<file path="src/rtl/nibble_serial_sub.sv">
// Serial WIDTH-bit subtractor: one 4-bit lookahead-borrow slice per clock, LSB slice first,
// behind valid/ready handshakes. APPROX=1 drops the inter-slice borrow for error studies.
module nibble_serial_sub #(
  parameter int WIDTH  = 16,
  parameter bit APPROX = 1'b0
) (
  input  logic             clk,
  input  logic             rst_n,
  input  logic             in_valid,
  output logic             in_ready,
  input  logic [WIDTH-1:0] a,
  input  logic [WIDTH-1:0] b,
  output logic             out_valid,
  input  logic             out_ready,
  output logic [WIDTH-1:0] diff,
  output logic             borrow_out,
  output logic             busy
);

  localparam int NSLICE = WIDTH / 4;
  localparam int CW     = (NSLICE > 1) ? $clog2(NSLICE) : 1;
  localparam logic [CW-1:0] LAST_SLICE = CW'(NSLICE - 1);

  typedef enum logic [1:0] {
    S_IDLE = 2'd0,
    S_RUN  = 2'd1,
    S_DONE = 2'd2
  } state_t;

  state_t           r_state;
  state_t           w_state_next;

  logic [WIDTH-1:0] r_a;
  logic [WIDTH-1:0] r_b;
  logic [WIDTH-1:0] r_diff;
  logic [CW-1:0]    r_cnt;
  logic             r_bin;
  logic             r_borrow_out;

  logic [3:0]       w_a_slices [NSLICE];
  logic [3:0]       w_b_slices [NSLICE];
  logic [3:0]       w_sa;
  logic [3:0]       w_sb;
  logic [3:0]       w_g;
  logic [3:0]       w_p;
  logic [3:0]       w_sd;
  logic [4:0]       w_c;
  logic             w_bin;
  logic             w_accept;
  logic             w_run;
  logic             w_last;

  // Slice views of the latched operands, selected by the slice counter.
  for (genvar gi = 0; gi < NSLICE; gi++) begin : g_slices
    assign w_a_slices[gi] = r_a[4*gi +: 4];
    assign w_b_slices[gi] = r_b[4*gi +: 4];
  end

  assign w_sa  = w_a_slices[r_cnt];
  assign w_sb  = w_b_slices[r_cnt];
  assign w_bin = (APPROX == 1'b0) ? r_bin : 1'b0;

  // Borrow generate when a_i=0,b_i=1; an incoming borrow passes through when a_i==b_i.
  assign w_c[0] = w_bin;
  for (genvar gi = 0; gi < 4; gi++) begin : g_borrow
    assign w_g[gi]    = ~w_sa[gi] & w_sb[gi];
    assign w_p[gi]    = ~(w_sa[gi] ^ w_sb[gi]);
    assign w_c[gi+1]  = w_g[gi] | (w_p[gi] & w_c[gi]);
    assign w_sd[gi]   = w_sa[gi] ^ w_sb[gi] ^ w_c[gi];
  end

  assign w_accept = (r_state == S_IDLE) && in_valid;
  assign w_run    = (r_state == S_RUN);
  assign w_last   = (r_cnt == LAST_SLICE);

  always_ff @(posedge clk or negedge rst_n) begin
    if (!rst_n) begin
      r_state <= S_IDLE;
    end else begin
      r_state <= w_state_next;
    end
  end

  always_comb begin
    w_state_next = r_state;
    in_ready     = 1'b0;
    out_valid    = 1'b0;
    busy         = 1'b0;
    case (r_state)
      S_IDLE: begin
        in_ready = 1'b1;
        if (in_valid) w_state_next = S_RUN;
      end
      S_RUN: begin
        busy = 1'b1;
        if (w_last) w_state_next = S_DONE;
      end
      S_DONE: begin
        out_valid = 1'b1;
        busy      = 1'b1;
        if (out_ready) w_state_next = S_IDLE;
      end
      default: w_state_next = S_IDLE;
    endcase
  end

  always_ff @(posedge clk or negedge rst_n) begin
    if (!rst_n) begin
      r_a          <= '0;
      r_b          <= '0;
      r_diff       <= '0;
      r_cnt        <= '0;
      r_bin        <= 1'b0;
      r_borrow_out <= 1'b0;
    end else if (w_accept) begin
      r_a          <= a;
      r_b          <= b;
      r_diff       <= '0;
      r_cnt        <= '0;
      r_bin        <= 1'b0;
      r_borrow_out <= 1'b0;
    end else if (w_run) begin
      for (int k = 0; k < NSLICE; k++) begin
        if (r_cnt == CW'(k)) r_diff[4*k +: 4] <= w_sd;
      end
      r_bin <= w_c[4];
      if (w_last) begin
        r_borrow_out <= w_c[4];
        r_cnt        <= '0;
      end else begin
        r_cnt <= r_cnt + CW'(1);
      end
    end
  end

  assign diff       = r_diff;
  assign borrow_out = r_borrow_out;

endmodule

</file>
<file path="config.mk">
export PLATFORM = sky130hd
export DESIGN_NAME = nibble_serial_sub
export DESIGN_NICKNAME = d
export VERILOG_FILES = /design/src/rtl/nibble_serial_sub.sv
export SDC_FILE = /design/constraint.sdc
export NUM_CORES = 1
export LEC_CHECK = 0
export CAP_MARGIN = 20
export CORE_ASPECT_RATIO = 1.4
export CORE_MARGIN = 2
export CORE_UTILIZATION = 45
export CTS_CLUSTER_DIAMETER = 120
export CTS_CLUSTER_SIZE = 25
export DETAILED_ROUTE_END_ITERATION = 12
export PLACE_DENSITY = 0.72
export SLEW_MARGIN = 20
export SYNTH_ARGS = -nofsm -noshare
export SYNTH_HDL_FRONTEND = slang
export SYNTH_SLANG_ARGS = --single-unit
</file>
<file path="constraint.sdc">
create_clock -name clk -period 3.95 [get_ports clk]
set_clock_uncertainty 0.05 [all_clocks]
set_input_delay 0.79 -clock clk [delete_from_list [all_inputs] [get_ports clk]]
set_output_delay 0.79 -clock clk [all_outputs]
set_load 0.01 [all_outputs]
</file>
==> out/metrics.yaml <==
status: "completed"
dieArea_mm2: 0.00660
fin_ws_ns: 0.834
cts_resized: 0
cts_inserted_buffers: 5
drt_iter0_drc: 178
wl_per_cell_um: 15.4
ys_seq_area_frac: 0.504
overflow: 0
syn_inst: 192
cts_setup_buffers: 0
gp_congestion: 0.761
rr_worst_depth: 9
hold_viol_final: 0
irDropWorstVdd_mv: 0.355
drtPass1Iterations: 4
grt_pass1_vias: 1644
grt_max_degree: 53
slew_violations: 0
max_slew.worst_pin.slew_ns: 0.811
final_cell_mix: "dfrtp_1, clkdlybuf4s50_1, mux2_4"
clkTransAtPathRegs_ns: 0.10
slowest_delay_ns: 0.66
path_max_fanout: 12
crit_path_cell_trace: "mux4_2 > inv_1 > fa_1 > inv_1 > fa_1 > fa_1 > fa_1 > nand3_1 > a21oi_1"
design_area_mm2: 0.00331
period_share: 0.789
cts_hold_buf: 0
core_mm2: 0.00582
fmax_mhz: 321
cts_tree: "built"
cp-end-kind: "register"
ios: 56
rsz0062_at_grt: "false"
hpwl_um: 3590
rr_endpoint: "diff[15]$_DFFE_PN0P_"
postSynthAreaPerCell_um2: 14.0
total_power_mw: 2.78
die_w_um: 69.3
min_path_type: "in2async"
maxSlewHeadroom: 0.460
startpoint_type: "register"
syn_nets: 239
dpl-instance-area_mm2: 0.00320
die_h_um: 95.4
vias: 1606
io_buffers: 55
grt_util_all_layers: 0.159
syn_area_mm2: 0.00268
pwr_density_cell_mw_per_mm2: 841
cap_violations: 0
fin_crit_ns: 3.12
n_antenna_cell: 0
worstSkewPairLatency_ns: 0.30
cp_slowest_cell: "dfrtp_1"
arrival_ns: 3.28
drt_drc_violations_left: 0
initial_utilization: 0.461
final-setup-viol-count: 0
rr_startpoint: "r_cnt[1]$_DFFE_PN0P_"
routed_wl_um: 4870
dp_slack_ns: 0.890
vias_per_cell: 5.07
clockBufferDepth: 2
synthDistinctLibCells: 21
required_ns: 4.12
drive_gt1_frac: 0.231
cts_max_level: 2
finalSetupTns_ns: 0
ant_nets: 0
fp-row-count: 33
antenna_found_initial: 0
holdWs_ns: 0.412
path_class: "reg2reg"
syn_to_final_growth_pct: 23.4
crit_top_cell: "fa_1"
root_buffer: "clkbuf_8"
rrSetupSlack_ns: 0.83
grt_pass1_wl_um: 8220
ys_warn_count: 0
synth.ff_latch_count: 54
leakagePower_nw: 1.45
finalNetCount: 293
cts.sinks: 54
## routing by layer
metal / up-vias / share of wire / global-route usage
met2: 42 / 0.51 / 0.260
li1: 763 / - / -
met4: 0 / 0.0078 / 0.0490
met3: 2 / 0.037 / 0.0317
met5: - / 0 / 0
met1: 799 / 0.44 / 0.217
## metrics by stage
step                      instances   util
after CTS                       317  0.569
final                           317  0.569
after floorplan                 192      -
after global placement          309  0.550
after global routing            317  0.569
after detailed placement        309  0.550
## area by class of cell
cell class,instances,area [um2]
Clock buffer,7,76.3
Tap cell,70,87.6
Sequential cell,54,1350
Multi-Input combinational cell,116,1160
Clock inverter,1,30.0
Fill cell,482,2510
Timing Repair Buffer,57,561
Inverter,12,45.0
## critical path, delay by kind of cell (launching register included)
| family | cells | cell delay, ns |
|---|---|---|
| flops | 1 | 0.66 |
| buf+inv | 2 | 0.14 |
| simple gates | 1 | 0.10 |
| fa+ha+maj | 4 | 1.50 |
| compound gates | 1 | 0.20 |
| mux | 1 | 0.40 |
## registers in the layout (all words and copies together) (netlist names)
register    flops
r_a            16
r_bin           1
r_b            16
diff           16
r_state         2
r_cnt           2
borrow_out      1
## kinds of logic after synthesis
kind of cell    Yosys count  share of synthesized area
flops                    54                      0.504
mux                      46                      0.264
simple gates             42                     0.0728
buf+inv                  22                     0.0639
compound gates           17                     0.0331
fa+ha+maj                11                     0.0625
## report_power, final
part	switching (mW)	leakage [nW]	internal (mW)	total (mW)
clock	0.169	0.0524	0.190	0.359
sequential	0.164	0.671	0.806	0.969
combinational	0.645	0.729	0.809	1.45
total	0.978	1.45	1.80	2.78
## synthesized netlist by cell type
cell | count | area, um2
and2_4 | 1 | 8.76
inv_1 | 12 | 45.0
mux4_2 | 8 | 180
buf_2 | 2 | 10.0
nor2_1 | 4 | 15.0
or2_2 | 3 | 18.8
a21oi_1 | 16 | 80.1
buf_12 | 3 | 60.1
o221ai_1 | 1 | 8.76
dfrtp_1 | 54 | 1350
nand2_1 | 18 | 67.6
nand2_2 | 2 | 12.5
fa_1 | 4 | 80.1
or2_1 | 1 | 6.26
nand3_1 | 12 | 60.1
nand2b_1 | 1 | 6.26
ha_1 | 7 | 87.6
buf_6 | 5 | 56.3
mux2_2 | 6 | 67.6
mux2_4 | 28 | 420
mux2i_1 | 4 | 40.0
## worst max path at each step
stage	start	end	slack (ns)
after global placement	r_cnt[0]$_DFFE_PN0P_	diff[7]$_DFFE_PN0P_	1.03
after CTS	r_cnt[1]$_DFFE_PN0P_	diff[15]$_DFFE_PN0P_	0.87
after floorplan	r_cnt[0]$_DFFE_PN0P_	diff[3]$_DFFE_PN0P_	1.05
after global routing	r_cnt[1]$_DFFE_PN0P_	diff[15]$_DFFE_PN0P_	0.70
final	r_cnt[1]$_DFFE_PN0P_	diff[15]$_DFFE_PN0P_	0.83
after detailed placement	r_cnt[1]$_DFFE_PN0P_	diff[15]$_DFFE_PN0P_	0.89
(Power assumes the default switching activity.)
